`src/rtl/fetch_seq_ctrl_pkg.sv`:
```
// rtl/fetch_seq_ctrl_pkg.sv - shared frontend types and constants for the fetch sequencer
package fetch_seq_ctrl_pkg;

    localparam int VLEN                    = 32;
    localparam int FETCH_WIDTH             = 32;
    localparam int FETCH_BYTES             = FETCH_WIDTH / 8;
    localparam int FETCH_OFFS              = $clog2(FETCH_BYTES);
    localparam int DEFAULT_MAX_OUTSTANDING = 2;

    typedef struct packed {
        logic [VLEN-1:0]        addr;
        logic [FETCH_WIDTH-1:0] data;
    } fetch_entry_t;

    typedef enum logic [1:0] {
        IDLE,
        FETCH,
        STALL
    } fetch_seq_state_e;

    function automatic logic [VLEN-1:0] align_block(input logic [VLEN-1:0] addr);
        return {addr[VLEN-1:FETCH_OFFS], {FETCH_OFFS{1'b0}}};
    endfunction

endpackage

```
`src/rtl/fetch_seq_ctrl_if.sv`:
```
// rtl/fetch_seq_ctrl_if.sv - redirect, I$ and realigner signal bundle of the fetch sequencer
interface fetch_seq_ctrl_if;
    import fetch_seq_ctrl_pkg::*;

    logic                   redirect_valid_i;
    logic [VLEN-1:0]        redirect_addr_i;
    logic                   icache_req_o;
    logic [VLEN-1:0]        icache_addr_o;
    logic                   icache_gnt_i;
    logic                   icache_rvalid_i;
    logic [FETCH_WIDTH-1:0] icache_rdata_i;
    logic                   icache_kill_o;
    logic                   realign_valid_o;
    logic [VLEN-1:0]        realign_addr_o;
    logic [FETCH_WIDTH-1:0] realign_data_o;
    logic                   realign_flush_o;
    logic                   serving_unaligned_i;
    logic                   queue_ready_i;
    logic                   busy_o;

    modport master (
        input  redirect_valid_i, redirect_addr_i, icache_gnt_i, icache_rvalid_i,
               icache_rdata_i, serving_unaligned_i, queue_ready_i,
        output icache_req_o, icache_addr_o, icache_kill_o, realign_valid_o,
               realign_addr_o, realign_data_o, realign_flush_o, busy_o
    );

    modport slave (
        output redirect_valid_i, redirect_addr_i, icache_gnt_i, icache_rvalid_i,
               icache_rdata_i, serving_unaligned_i, queue_ready_i,
        input  icache_req_o, icache_addr_o, icache_kill_o, realign_valid_o,
               realign_addr_o, realign_data_o, realign_flush_o, busy_o
    );

endinterface

```
`src/rtl/fetch_seq_ctrl_resp_fifo.sv`:
```
// rtl/fetch_seq_ctrl_resp_fifo.sv - in-order response buffer of fetch blocks with flush clear
module fetch_resp_fifo
    import fetch_seq_ctrl_pkg::*;
#(
    parameter  int DEPTH = 2,
    localparam int PTR_W = (DEPTH > 1) ? $clog2(DEPTH) : 1,
    localparam int CNT_W = $clog2(DEPTH + 1)
) (
    input  logic             clk_i,
    input  logic             rst_ni,
    input  logic             clear,
    input  logic             push,
    input  fetch_entry_t     push_entry,
    input  logic             pop,
    output fetch_entry_t     head,
    output logic             empty,
    output logic             full,
    output logic [CNT_W-1:0] count
);

    fetch_entry_t     mem [DEPTH];
    logic [PTR_W-1:0] wr_ptr;
    logic [PTR_W-1:0] rd_ptr;
    logic [CNT_W-1:0] count_q;

    // Explicit wrap keeps DEPTH == 1 correct with a 1-bit pointer.
    function automatic logic [PTR_W-1:0] next_ptr(input logic [PTR_W-1:0] ptr);
        return (ptr == PTR_W'(DEPTH - 1)) ? '0 : ptr + PTR_W'(1);
    endfunction

    always_ff @(posedge clk_i or negedge rst_ni) begin
        if (!rst_ni) begin
            wr_ptr  <= '0;
            rd_ptr  <= '0;
            count_q <= '0;
        end else if (clear) begin
            wr_ptr  <= '0;
            rd_ptr  <= '0;
            count_q <= '0;
        end else begin
            if (push) wr_ptr <= next_ptr(wr_ptr);
            if (pop)  rd_ptr <= next_ptr(rd_ptr);
            count_q <= count_q + CNT_W'(push) - CNT_W'(pop);
        end
    end

    always_ff @(posedge clk_i) begin
        if (push && !clear) mem[wr_ptr] <= push_entry;
    end

    assign head  = mem[rd_ptr];
    assign empty = (count_q == '0);
    assign full  = (count_q == CNT_W'(DEPTH));
    assign count = count_q;

    push_full_a: assert property (@(posedge clk_i) disable iff (!rst_ni)
        !(push && full && !pop && !clear));
    pop_empty_a: assert property (@(posedge clk_i) disable iff (!rst_ni)
        !(pop && empty && !clear));

endmodule

```
`src/rtl/fetch_seq_ctrl.sv`:
```
// rtl/fetch_seq_ctrl.sv - fetch-block request sequencer between PC-gen, I$ and instr_realign
module fetch_seq_ctrl
    import fetch_seq_ctrl_pkg::*;
#(
    parameter int MAX_OUTSTANDING = DEFAULT_MAX_OUTSTANDING
) (
    input  logic             clk_i,
    input  logic             rst_ni,
    fetch_seq_ctrl_if.master bus
);

    localparam int CNT_W = $clog2(MAX_OUTSTANDING + 1);

    fetch_seq_state_e state_q, state_d;
    logic [VLEN-1:0]  fetch_addr_q;
    logic [VLEN-1:0]  resp_addr_q;
    logic [CNT_W-1:0] outstanding_q;
    logic [CNT_W-1:0] kill_cnt_q;

    logic             redirect, req, req_gnt, push, pop, rvalid;
    logic             empty, full;
    logic [CNT_W-1:0] count;
    logic [CNT_W:0]   outstanding_d, kill_cnt_d, count_d, total_d, kill_sum;
    fetch_entry_t     head, push_entry;

    always_comb begin
        redirect = bus.redirect_valid_i;
        rvalid   = bus.icache_rvalid_i;
        req      = (state_q == FETCH) && !redirect;
        req_gnt  = req && bus.icache_gnt_i;
        push     = rvalid && (kill_cnt_q == '0) && !redirect;
        pop      = !empty && bus.queue_ready_i && !bus.serving_unaligned_i && !redirect;

        push_entry.addr = resp_addr_q;
        push_entry.data = bus.icache_rdata_i;

        kill_sum = {1'b0, kill_cnt_q} + {1'b0, outstanding_q} + (CNT_W+1)'(req_gnt);
        if (redirect) begin
            // Everything still in flight must be dropped, including a response landing now.
            outstanding_d = '0;
            kill_cnt_d    = kill_sum - (CNT_W+1)'(rvalid && (kill_sum != '0));
            count_d       = '0;
        end else begin
            outstanding_d = {1'b0, outstanding_q} + (CNT_W+1)'(req_gnt) - (CNT_W+1)'(push);
            kill_cnt_d    = {1'b0, kill_cnt_q} - (CNT_W+1)'(rvalid && (kill_cnt_q != '0));
            count_d       = {1'b0, count} + (CNT_W+1)'(push) - (CNT_W+1)'(pop);
        end
        total_d = outstanding_d + count_d;

        state_d = state_q;
        if (redirect) begin
            state_d = FETCH;
        end else begin
            case (state_q)
                IDLE:    state_d = IDLE;
                FETCH,
                STALL:   state_d = (total_d >= (CNT_W+1)'(MAX_OUTSTANDING)) ? STALL : FETCH;
                default: state_d = IDLE;
            endcase
        end
    end

    always_ff @(posedge clk_i or negedge rst_ni) begin
        if (!rst_ni) begin
            state_q       <= IDLE;
            fetch_addr_q  <= '0;
            resp_addr_q   <= '0;
            outstanding_q <= '0;
            kill_cnt_q    <= '0;
        end else begin
            state_q       <= state_d;
            outstanding_q <= outstanding_d[CNT_W-1:0];
            kill_cnt_q    <= kill_cnt_d[CNT_W-1:0];
            if (redirect) begin
                fetch_addr_q <= bus.redirect_addr_i;
                resp_addr_q  <= bus.redirect_addr_i;
            end else begin
                if (req_gnt) fetch_addr_q <= align_block(fetch_addr_q) + VLEN'(FETCH_BYTES);
                // The first block after a redirect keeps the full target; later ones are aligned.
                if (push)    resp_addr_q  <= align_block(resp_addr_q) + VLEN'(FETCH_BYTES);
            end
        end
    end

    fetch_resp_fifo #(.DEPTH(MAX_OUTSTANDING)) u_resp_fifo (
        .clk_i      (clk_i),
        .rst_ni     (rst_ni),
        .clear      (redirect),
        .push       (push),
        .push_entry (push_entry),
        .pop        (pop),
        .head       (head),
        .empty      (empty),
        .full       (full),
        .count      (count)
    );

    assign bus.icache_req_o    = req;
    assign bus.icache_addr_o   = align_block(fetch_addr_q);
    assign bus.icache_kill_o   = redirect;
    assign bus.realign_flush_o = redirect;
    assign bus.realign_valid_o = !empty;
    assign bus.realign_addr_o  = empty ? '0 : head.addr;
    assign bus.realign_data_o  = empty ? '0 : head.data;
    assign bus.busy_o          = (outstanding_q != '0) || !empty;

    rvalid_expected_a: assert property (@(posedge clk_i) disable iff (!rst_ni)
        rvalid |-> (outstanding_q != '0 || kill_cnt_q != '0));
    outstanding_range_a: assert property (@(posedge clk_i) disable iff (!rst_ni)
        outstanding_d <= (CNT_W+1)'(MAX_OUTSTANDING));
    kill_range_a: assert property (@(posedge clk_i) disable iff (!rst_ni)
        kill_cnt_d <= (CNT_W+1)'(MAX_OUTSTANDING));

endmodule

```
`src/flat_wrapper.sv`:
```
// flat-port wrapper written by rule: the top's interface ports become plain ports
module fetch_seq_ctrl_flat import fetch_seq_ctrl_pkg::*;
#(
    parameter int MAX_OUTSTANDING = DEFAULT_MAX_OUTSTANDING
)
  (clk_i, rst_ni, bus_redirect_valid_i, bus_redirect_addr_i, bus_icache_gnt_i, bus_icache_rvalid_i, bus_icache_rdata_i, bus_serving_unaligned_i, bus_queue_ready_i, bus_icache_req_o, bus_icache_addr_o, bus_icache_kill_o, bus_realign_valid_o, bus_realign_addr_o, bus_realign_data_o, bus_realign_flush_o, bus_busy_o);
  fetch_seq_ctrl_if bus_i ();
  input  logic clk_i;
  input  logic rst_ni;
  input wire logic [$bits(bus_i.redirect_valid_i)-1:0] bus_redirect_valid_i;
  input wire logic [$bits(bus_i.redirect_addr_i)-1:0] bus_redirect_addr_i;
  input wire logic [$bits(bus_i.icache_gnt_i)-1:0] bus_icache_gnt_i;
  input wire logic [$bits(bus_i.icache_rvalid_i)-1:0] bus_icache_rvalid_i;
  input wire logic [$bits(bus_i.icache_rdata_i)-1:0] bus_icache_rdata_i;
  input wire logic [$bits(bus_i.serving_unaligned_i)-1:0] bus_serving_unaligned_i;
  input wire logic [$bits(bus_i.queue_ready_i)-1:0] bus_queue_ready_i;
  output wire logic [$bits(bus_i.icache_req_o)-1:0] bus_icache_req_o;
  output wire logic [$bits(bus_i.icache_addr_o)-1:0] bus_icache_addr_o;
  output wire logic [$bits(bus_i.icache_kill_o)-1:0] bus_icache_kill_o;
  output wire logic [$bits(bus_i.realign_valid_o)-1:0] bus_realign_valid_o;
  output wire logic [$bits(bus_i.realign_addr_o)-1:0] bus_realign_addr_o;
  output wire logic [$bits(bus_i.realign_data_o)-1:0] bus_realign_data_o;
  output wire logic [$bits(bus_i.realign_flush_o)-1:0] bus_realign_flush_o;
  output wire logic [$bits(bus_i.busy_o)-1:0] bus_busy_o;
  assign bus_i.redirect_valid_i = bus_redirect_valid_i;
  assign bus_i.redirect_addr_i = bus_redirect_addr_i;
  assign bus_i.icache_gnt_i = bus_icache_gnt_i;
  assign bus_i.icache_rvalid_i = bus_icache_rvalid_i;
  assign bus_i.icache_rdata_i = bus_icache_rdata_i;
  assign bus_i.serving_unaligned_i = bus_serving_unaligned_i;
  assign bus_i.queue_ready_i = bus_queue_ready_i;
  assign bus_icache_req_o = bus_i.icache_req_o;
  assign bus_icache_addr_o = bus_i.icache_addr_o;
  assign bus_icache_kill_o = bus_i.icache_kill_o;
  assign bus_realign_valid_o = bus_i.realign_valid_o;
  assign bus_realign_addr_o = bus_i.realign_addr_o;
  assign bus_realign_data_o = bus_i.realign_data_o;
  assign bus_realign_flush_o = bus_i.realign_flush_o;
  assign bus_busy_o = bus_i.busy_o;
  fetch_seq_ctrl #(.MAX_OUTSTANDING(MAX_OUTSTANDING)) u_core (.clk_i(clk_i), .rst_ni(rst_ni), .bus(bus_i));
endmodule
```
`config.mk`:
```
export PLATFORM = sky130hd
export DESIGN_NAME = fetch_seq_ctrl_flat
export DESIGN_NICKNAME = d
export VERILOG_FILES = /design/src/rtl/fetch_seq_ctrl_pkg.sv /design/src/rtl/fetch_seq_ctrl_if.sv /design/src/rtl/fetch_seq_ctrl_resp_fifo.sv /design/src/rtl/fetch_seq_ctrl.sv /design/src/flat_wrapper.sv
export SDC_FILE = /design/constraint.sdc
export NUM_CORES = 1
export LEC_CHECK = 0
export BUFFER_PORTS_ARGS = -buffer_cell sky130_fd_sc_hd__buf_2
export CAP_MARGIN = 40
export CORE_AREA = 2 2 165 118
export CTS_BUF_LIST = sky130_fd_sc_hd__clkbuf_16
export DETAILED_ROUTE_END_ITERATION = 12
export DIE_AREA = 0 0 167 120
export PLACE_DENSITY_LB_ADDON = 0.08
export RECOVER_POWER = 25
export SLEW_MARGIN = 20
export SYNTH_ARGS = -nofsm -noshare
export SYNTH_HDL_FRONTEND = slang
export SYNTH_SLANG_ARGS = --single-unit
export TNS_END_PERCENT = 20
```
`constraint.sdc`:
```
create_clock -name clk_i -period 3.9 [get_ports clk_i]
set_clock_uncertainty 0.15 [all_clocks]
set_input_delay 0.78 -clock clk_i [delete_from_list [all_inputs] [get_ports clk_i]]
set_output_delay 0.78 -clock clk_i [all_outputs]
set_load 0.01 [all_outputs]
```
==> flow_summary.yaml, run 1 <==
run_status:
  outcome: "completed"
synth:
  synth-edff-count: 128
  ys.flop_type: "edfxtp_1"
  syn_area_per_cell_um2: 12.4
  yosys.area.top_type: "edfxtp_1"
  ys_seq_area_frac: 0.620
  synth.area.top_cells: "edfxtp_1 (42%), dfrtp_1 (20%), mux2i_1 (7.3%), nor2_1 (4.1%), a31oi_1 (1.9%)"
  synthTopCellsByCount: "edfxtp_1 (128), nor2_1 (100), dfrtp_1 (72), mux2i_1 (66), nand2_1 (32)"
  ys_async_sr_fraction: 0.360
  synth.distinct_cells: 47
  synth_top_area_frac: 0.422
  synth_most_common_cell: "edfxtp_1"
  synth_seq_cells: 200
  yosysWarnings: 0
  synth_cells: 734
  synth.cell_area_um2: 9110
worst_hold_path:
  hold_path.class: "reg2reg"
  hold_depth: 0
  whs_endpoint: "u_core.u_resp_fifo.mem[0][32]"
  hp-start: "u_core.resp_addr_q[0]"
cts:
  cts_made_buffers: 17
  clkTransAtPathRegs_ns: 0.07
  numClockSinks: 200
  cts_tree: "built"
  post-cts-setup-buffer-count: 0
  htree_levels: 4
  cts-resized-gates: 0
  clk_latency_ns: 0.43
  cts_hold_buf: 0
  clockRootBuffer: "clkbuf_16"
  clockBufferDepth: 2
timing:
  slew_headroom: 0.128
  setup-tns-final_ns: 0
  grt_setup_unrepaired: "false"
  whs_ns: 0.338
  period_needed_ns: 3.17
  fin_crit_sh: 0.813
  timing.fmax_mhz: 315
  setup_violations: 0
  slew_viol_final: 0
  hold_viol_final: 0
  worstMarginPinSlew_ns: 1.31
worst_setup_path:
  critPathKind: "reg2reg"
  cp-end-kind: "register"
  slowest_stage: "fa_1"
  worstPathMaxFanout: 5
  path_cells: "nor3b_1 > nand2_1 > ha_1 > inv_1 > ha_1 > fa_1 > nand2_1 > fa_1 > xnor2_1 > a31o_2"
  crit_arrival_ns: 3.34
  cp_data_required_time_ns: 4.07
  crit_path_max_incr_delay_ns: 0.48
  cp-start-kind: "register"
  r2r-end: "u_core.state_q[0]"
  reg2reg_depth: 10
  path_buf_inv: 1
  critical_path.top_delay_family: "adder cells"
  reg2reg_from: "u_core.kill_cnt_q[0]"
  reg2reg_setup_slack_ns: 0.73
placement:
  dp.final_hpwl_um: 14900
  io_buffer_count: 169
  gp_congestion: 0.885
  dp_cells: 1118
power:
  combPwrFrac: 0.203
  p_leak_nw: 4.08
  power_frac_clock: 0.308
  seq_power_share: 0.489
  peakVddDrop_mv: 0.301
  p_int_mw: 3.86
  p_switching_mw: 1.66
  swShare: 0.301
  powerDensity_nw_per_um2: 513
finish:
  post-route-util: 0.580
  fin_cells: 1150
  multi_input_area_um2: 3210
  nets: 980
  fillers: 1569
  n_antenna_cell: 0
  seq_area_um2: 5650
  syn_to_final_growth_pct: 18.2
  drive_gt1_frac: 0.230
floorplan:
  coreArea_um2: 18600
  dieWidth_um: 167
  start_util: 0.491
  dieArea_um2: 20000
  chipHeight_um: 120
  io_pins: 172
  fp-row-count: 42
detailed_routing:
  avgViaCountPerCell: 5.66
  wl_per_cell_um: 18.6
  firstDrtPassIters: 5
  drc: 0
  postRouteAntennaNets: 0
  num_vias: 6514
  drt_iter0_drc: 553
  wirelength_um: 21400
global_route:
  grt_pass1_vias: 6269
  grt_pass1_wl_um: 33400
  grt_util_all_layers: 0.216
  grt_max_degree: 77
  overflow: 0
  antenna_found_initial: 0
flow_run:
  cap_violations: 0
-- state kept, by name, indices dropped and copies added (netlist names) --
| name | cells |
|---|---|
| u_core.kill_cnt_q | 2 |
| u_core.fetch_addr_q | 30 |
| u_core.u_resp_fifo.wr_ptr | 1 |
| u_core.outstanding_q | 2 |
| u_core.u_resp_fifo.count | 2 |
| u_core.u_resp_fifo.mem | 128 |
| u_core.resp_addr_q | 32 |
| u_core.u_resp_fifo.rd_ptr | 1 |
| u_core.state_q | 2 |
-- layer usage --
metal	GRT usage	vias to the layer above	wire length, um
met4	0.0630	0	254
li1	-	3077	-
met5	0	-	0
met1	0.323	3190	10100
met2	0.316	224	9470
met3	0.0491	23	1520
-- area by class of cell --
| cell class | count | share of cell area |
|---|---|---|
| clock buffers | 17 | 0.0395 |
| clock inverters | 15 | 0.0129 |
| inverters | 26 | 0.00907 |
| multi-input cells | 471 | 0.298 |
| flip-flops and latches | 200 | 0.525 |
| well taps | 242 | 0.0281 |
| repair buffers | 179 | 0.0871 |
-- power groups by stage --
stage	clock network [mW]	registers, mW	logic (mW)
2_1_floorplan	0	2.69	0.728
3_3_place_gp	0	2.73	1.08
3_5_place_dp	0	2.74	1.13
4_1_cts	1.74	2.70	1.13
5_1_grt	1.83	2.73	1.25
6_report	1.70	2.70	1.12
-- logic make-up after synthesis --
group / count (synthesis) / share of synthesized area
AND/OR/NAND/NOR: 262 / 0.149
other: 1 / 0.000412
adder cells (fa/ha/maj): 14 / 0.0234
flip-flops: 200 / 0.620
multiplexers: 79 / 0.0886
buffers and inverters: 64 / 0.0297
AO/OA/AOI/OAI: 90 / 0.0661
XOR/XNOR: 24 / 0.0231
-- placed cells by master (no fill, tap or decap), types with 3 or more instances in the layout --
cell type	netlist	routed
edfxtp_1	128	128
nor3_1	10	10
a211oi_1	12	12
xor2_1	4	4
a31oi_1	28	28
nand2_1	32	32
nor3b_1	3	3
and2_1	3	3
nor2_1	100	98
buf_4	4	6
a311oi_1	4	4
nand4_1	18	18
dfrtp_1	72	71
ha_1	9	9
o21ai_0	13	13
inv_6	0	4
buf_2	0	149
nand3_1	19	19
mux2i_1	66	66
nor4_1	10	10
clkbuf_16	0	17
fa_1	5	5
nor2b_1	6	6
or3_1	12	12
mux2_2	13	13
xnor2_1	20	20
and3_1	9	8
a21oi_1	7	7
o31ai_1	18	18
and4_1	16	16
or4_1	16	16
inv_1	26	26
clkbuf_1	28	21
inv_8	0	4
-- how the worst max path moves through the flow --
stage / slack (ns) / cells after the start / endpoint / startpoint
after floorplan: 0.08 / 5 / u_core.u_resp_fifo.mem[0][0] / bus_redirect_valid_i
after global placement: 0.38 / 11 / u_core.state_q[0] / bus_icache_rvalid_i
after detailed placement: 0.32 / 11 / u_core.state_q[0] / bus_icache_rvalid_i
after CTS: 0.74 / 10 / u_core.state_q[0] / u_core.kill_cnt_q[0]
after global routing: 0.55 / 10 / u_core.state_q[0] / u_core.kill_cnt_q[0]
final: 0.73 / 10 / u_core.state_q[0] / u_core.kill_cnt_q[0]
-- stage by stage --
| step | cell area [um^2] | power (mW) | setup slack, ns |
|---|---|---|---|
| global placement | 10200 | 3.80 | 0.377 |
| finish | 10800 | 5.52 | 0.728 |
| floorplan | 9110 | 3.41 | 0.0812 |
| detailed placement | 10200 | 3.87 | 0.322 |
| CTS | 10800 | 5.57 | 0.741 |
| global route | 10800 | 5.80 | 0.554 |
(Power assumes the default switching activity.)
==> run 2: changes to the inputs <==
--- a/config.mk
+++ b/config.mk
@@ -7,10 +7,10 @@
 export LEC_CHECK = 0
 export BUFFER_PORTS_ARGS = -buffer_cell sky130_fd_sc_hd__buf_2
 export CAP_MARGIN = 40
-export CORE_AREA = 2 2 165 118
+export CORE_AREA = 2 2 156 112
 export CTS_BUF_LIST = sky130_fd_sc_hd__clkbuf_16
 export DETAILED_ROUTE_END_ITERATION = 12
-export DIE_AREA = 0 0 167 120
+export DIE_AREA = 0 0 158 114
 export PLACE_DENSITY_LB_ADDON = 0.08
 export RECOVER_POWER = 25
 export SLEW_MARGIN = 20
==> constraint.sdc (replaced) <==
create_clock -name clk_i -period 3.19 [get_ports clk_i]
set_clock_uncertainty 0.15 [all_clocks]
set_input_delay 0.638 -clock clk_i [delete_from_list [all_inputs] [get_ports clk_i]]
set_output_delay 0.638 -clock clk_i [all_outputs]
set_load 0.01 [all_outputs]
==> run 2 against run 1 <==
Compared with the run above:
- sequential share of layout area fell by 0.21 points
- global-route usage rose by 2.4 points
- critical path depth rose by 2
- the run now ends with max-capacitance violations, max-slew violations left
- largest power group unchanged
- largest cell class unchanged
- final area rose by 0.43%
- clock power rose by 20%
- flip-flop and latch count did not move
==> flow_summary.yaml, run 2 (synthesis gave the netlist of run 1 again) <==
worst_setup_path:
  crit_top_cell: "ha_1"
  critical_path.top_delay_family: "adder cells"
  path_buf_inv: 2
  crit_arrival_ns: 3.21
  reg2reg_depth: 12
  cp-start-kind: "register"
  crit_path_max_incr_delay_ns: 0.48
  cp_data_required_time_ns: 3.36
  slowest_stage: "fa_1"
  critPathKind: "reg2reg"
  worstPathMaxFanout: 3
  r2r-end: "u_core.state_q[0]"
  path_cells: "nor2_4 > nor3b_1 > buf_4 > and2_1 > ha_1 > inv_1 > ha_1 > fa_1 > nand2_1 > fa_2 > xnor2_1 > a31o_2"
  reg2reg_from: "u_core.u_resp_fifo.count[1]"
  reg2reg_setup_slack_ns: 0.15
  cp.depth: 12
  cp-end-kind: "register"
cts:
  cts_hold_buf: 0
  clockRootBuffer: "clkbuf_16"
  cts_made_buffers: 17
  numClockSinks: 200
  clk_latency_ns: 0.43
  clkTransAtPathRegs_ns: 0.07
  cts_tree: "built"
  htree_levels: 4
  clockBufferDepth: 2
detailed_routing:
  avgViaCountPerCell: 5.65
  drc: 0
  drt_iter0_drc: 496
  wl_per_cell_um: 18.2
  num_vias: 6470
  postRouteAntennaNets: 0
  wirelength_um: 20900
  firstDrtPassIters: 5
finish:
  final_common_cell: "buf_2"
  largest_register_ffs: 128
  top_register: "u_core.u_resp_fifo.mem"
  syn_to_final_growth_pct: 18.7
  reg_top3: "u_core.u_resp_fifo.mem x128, u_core.resp_addr_q x32, u_core.fetch_addr_q x30"
  fillers: 1338
  final_cell_mix: "buf_2 (153), edfxtp_1 (128), nor2_1 (98)"
  nets: 986
  drive_gt1_frac: 0.245
  n_antenna_cell: 0
  fin_area_um2: 10800
  post-route-util: 0.647
floorplan:
  chipHeight_um: 114
  dieWidth_um: 158
  dieArea_um2: 18000
  io_pins: 172
  fp-row-count: 40
  start_util: 0.545
  coreArea_um2: 16700
global_route:
  grt_pass1_wl_um: 32900
  antenna_found_initial: 0
  overflow: 0
  grt_max_degree: 75
  grt_util_all_layers: 0.240
  grt_pass1_vias: 6220
timing:
  period_needed_ns: 3.04
  fin_crit_sh: 0.954
  slew_viol_final: 73
  slew_headroom: -0.209
  setup_violations: 0
  worstMarginPinSlew_ns: 1.81
  timing.fmax_mhz: 329
  hold_viol_final: 0
  grt_setup_unrepaired: "false"
placement:
  gp_congestion: 0.889
  dp.final_hpwl_um: 14600
  place_area_um2: 10300
  io_buffer_count: 169
flow_run:
  cap_violations: 1
run_status:
  outcome: "complete, but fails checks"
  violations: "max-capacitance violations, max-slew violations"
power:
  powerDensity_nw_per_um2: 621
  peakVddDrop_mv: 0.409
  p_leak_nw: 4.11
  p_total_mw: 6.71
worst_hold_path:
  hold_depth: 1
  hp-start: "bus_icache_rdata_i[20]"
  hold_path.class: "in2reg"
  whs_endpoint: "u_core.u_resp_fifo.mem[1][20]"
==> run 2: final cells by class <==
cell class | instances | area (um^2) | area share
timing repair buffer | 185 | 993 | 0.0919
sequential | 200 | 5650 | 0.523
clock buffer | 17 | 425 | 0.0394
multi-input combinational | 471 | 3220 | 0.297
inverter | 26 | 97.6 | 0.00903
clock inverter | 15 | 139 | 0.0128
tap | 231 | 289 | 0.0267
==> run 2: metal layers <==
metal	GRT usage	vias to the layer above	wire (um)
li1	-	3092	-
met1	0.360	3142	9760
met2	0.351	223	9250
met3	0.0653	13	1710
met4	0.0565	0	159
met5	0	-	0
==> run 2: worst max-delay path by stage <==
stage / startpoint / endpoint / slack, ns
floorplan: bus_redirect_valid_i / u_core.state_q[0] / -0.40
global placement: bus_queue_ready_i / u_core.state_q[0] / -0.10
detailed placement: bus_queue_ready_i / u_core.state_q[0] / -0.20
CTS: u_core.u_resp_fifo.count[1] / u_core.state_q[0] / 0.05
global route: u_core.u_resp_fifo.count[1] / u_core.state_q[0] / 0.01
finish: u_core.u_resp_fifo.count[1] / u_core.state_q[0] / 0.15
==> run 2: timing repair <==
item	CTS	global route
gates resized for setup	0	2
setup buffers	0	0
setup endpoints to repair	0	2
==> run 2: worst register-to-register path, stage by stage, from the launching register on <==
cell and delay [ns]:
dfrtp_2 0.44, nor2_4 0.12, nor3b_1 0.06, buf_4 0.13
and2_1 0.16, ha_1 0.27, inv_1 0.04, ha_1 0.17
fa_1 0.48, nand2_1 0.11, fa_2 0.40, xnor2_1 0.15
a31o_2 0.25
==> run 2: metrics by stage <==
stage | setup slack, ns | hold WS (ns) | instances | TNS [ns]
CTS | 0.0532 | 0.0896 | 1145 | 0
finish | 0.146 | 0.244 | 1145 | 0
global placement | -0.104 | 0.300 | 1113 | -0.167
detailed placement | -0.203 | 0.317 | 1113 | -0.356
floorplan | -0.395 | 0.192 | 735 | -18.27
global route | 0.0127 | 0.225 | 1145 | 0
==> run 2: power breakdown <==
group	internal, mW	total [mW]	leakage, nW	switching (mW)
sequential	3.05	3.28	1.99	0.239
combinational	0.590	1.38	1.85	0.793
clock	1.04	2.04	0.275	1.01
==> run 3: changes to the inputs <==
--- a/config.mk
+++ b/config.mk
@@ -12,7 +12,6 @@
 export DETAILED_ROUTE_END_ITERATION = 12
 export DIE_AREA = 0 0 158 114
 export PLACE_DENSITY_LB_ADDON = 0.08
-export RECOVER_POWER = 25
 export SLEW_MARGIN = 20
 export SYNTH_ARGS = -nofsm -noshare
 export SYNTH_HDL_FRONTEND = slang
==> run 3 against run 2 <==
Compared with the run above:
- the flow now finishes without violations
- sequential share of layout area shrank 0.17 points
- flip-flop and latch count is the same
- utilization grew 0.21 points
- first-iteration DRC count shrank 3.2%
- fmax is essentially flat
- sequential power is essentially flat
- register-to-register slack is essentially flat
- non-clock buffer count is the same
- critical path type unchanged
- largest power group unchanged
==> flow_summary.yaml, run 3 (synthesis gave the netlist of run 1 again) <==
cts:
  clk_latency_ns: 0.43
  clockBufferDepth: 2
  clockRootBuffer: "clkbuf_16"
  clkTransAtPathRegs_ns: 0.07
  cts_made_buffers: 17
  numClockSinks: 200
  cts_tree: "built"
  htree_levels: 4
  post-cts-setup-buffer-count: 0
detailed_routing:
  drt_iter0_drc: 480
  num_vias: 6497
  avgViaCountPerCell: 5.67
  wirelength_um: 20900
  wl_per_cell_um: 18.3
  postRouteAntennaNets: 0
  firstDrtPassIters: 5
  drc: 0
finish:
  n_antenna_cell: 0
  nets: 986
  drive_gt1_frac: 0.263
  fin_cells: 1145
  seq_area_um2: 5650
  largest_register_ffs: 128
  fin_area_um2: 10800
  post-route-util: 0.649
  syn_to_final_growth_pct: 19.1
  final_common_cell: "buf_2"
  fillers: 1325
  multi_input_area_um2: 3220
  final_cell_mix: "buf_2 (169), edfxtp_1 (128), nor2_1 (98)"
  top_register: "u_core.u_resp_fifo.mem"
  reg_top3: "u_core.u_resp_fifo.mem x128, u_core.resp_addr_q x32, u_core.fetch_addr_q x30"
timing:
  period_needed_ns: 3.05
  setup_slack_ns: 0.144
  slew_viol_final: 0
  setup-tns-final_ns: 0
  whs_ns: 0.0748
  hold_viol_final: 0
  worstMarginPinSlew_ns: 0.857
  timing.fmax_mhz: 328
  setup_violations: 0
  grt_setup_unrepaired: "false"
  slew_headroom: 0.423
  fin_crit_sh: 0.955
global_route:
  grt_pass1_wl_um: 32900
  antenna_found_initial: 0
  overflow: 0
  grt_max_degree: 75
  grt_pass1_vias: 6220
  grt_util_all_layers: 0.240
worst_setup_path:
  path_buf_inv: 2
  cp_data_required_time_ns: 3.36
  critPathKind: "reg2reg"
  slowest_stage: "fa_1"
  reg2reg_setup_slack_ns: 0.14
  crit_path_max_incr_delay_ns: 0.48
  path_cells: "nor2_4 > nor3b_1 > buf_4 > and2_1 > ha_1 > inv_1 > ha_1 > fa_1 > nand2_1 > fa_2 > xnor2_1 > a31o_2"
  cp-start-kind: "register"
  critical_path.top_delay_family: "adder cells"
  worstPathMaxFanout: 3
  crit_top_cell: "ha_1"
  cp-end-kind: "register"
  crit_arrival_ns: 3.21
floorplan:
  coreArea_um2: 16700
  io_pins: 172
  dieWidth_um: 158
  chipHeight_um: 114
  dieArea_um2: 18000
  fp-row-count: 40
  start_util: 0.545
power:
  powerDensity_nw_per_um2: 619
  combPwrFrac: 0.207
  seq_power_share: 0.489
  power_frac_clock: 0.304
  p_switching_mw: 2.04
  p_int_mw: 4.68
  peakVddDrop_mv: 0.409
  p_total_mw: 6.71
  swShare: 0.303
  p_leak_nw: 4.16
placement:
  gp_congestion: 0.889
  place_area_um2: 10300
  place_ws_ns: -0.203
  dp_cells: 1113
  dp.final_hpwl_um: 14600
  io_buffer_count: 169
flow_run:
  cap_violations: 0
run_status:
  outcome: "completed"
worst_hold_path:
  hold_path.class: "in2async"
==> run 3: cell count changes in the layout (fill, tap and decap cells not counted) <==
| cell | change |
|---|---|
| buf_2 | +16 |
| clkbuf_2 | -1 |
| clkbuf_1 | -16 |
| buf_12 | +1 |
==> run 3: final timing paths <==
kind                                                  to                   startpoint  cells after the start
max                                    u_core.state_q[0]  u_core.u_resp_fifo.count[1]                     12
min                               u_core.resp_addr_q[22]                       rst_ni                      2
max reg2reg                            u_core.state_q[0]  u_core.u_resp_fifo.count[1]                     12
min reg2reg                u_core.u_resp_fifo.mem[0][32]        u_core.resp_addr_q[0]                      0
max in group asynchronous      u_core.u_resp_fifo.rd_ptr                       rst_ni                      2
min in group clk_i         u_core.u_resp_fifo.mem[1][25]       bus_icache_rdata_i[25]                      1
==> run 3: layout make-up <==
class	instances	area share
sequential	200	0.521
tap	231	0.0266
clock buffer	17	0.0392
clock inverter	15	0.0128
timing repair buffer	185	0.0948
multi-input combinational	471	0.296
inverter	26	0.00900
==> run 3: layer usage <==
| layer | up-vias | routed length [um] | GRT usage |
|---|---|---|---|
| met1 | 3140 | 9770 | 0.360 |
| met2 | 245 | 9260 | 0.351 |
| met4 | 0 | 143 | 0.0565 |
| li1 | 3099 | - | - |
| met5 | - | 0 | 0 |
| met3 | 13 | 1730 | 0.0653 |
==> run 3: power by group through the flow <==
| stage | clock [mW] | sequential (mW) | combinational [mW] |
|---|---|---|---|
| 6_report | 2.04 | 3.29 | 1.39 |
| 5_1_grt | 2.20 | 3.32 | 1.55 |
| 4_1_cts | 2.08 | 3.28 | 1.40 |
| 3_5_place_dp | 0 | 3.33 | 1.39 |
| 3_3_place_gp | 0 | 3.31 | 1.36 |
| 2_1_floorplan | 0 | 3.28 | 0.892 |
==> run 3: timing repair <==
item,in CTS,in global routing
setup endpoints to repair,0,2
hold buffers,0,0
gates resized for setup,0,2
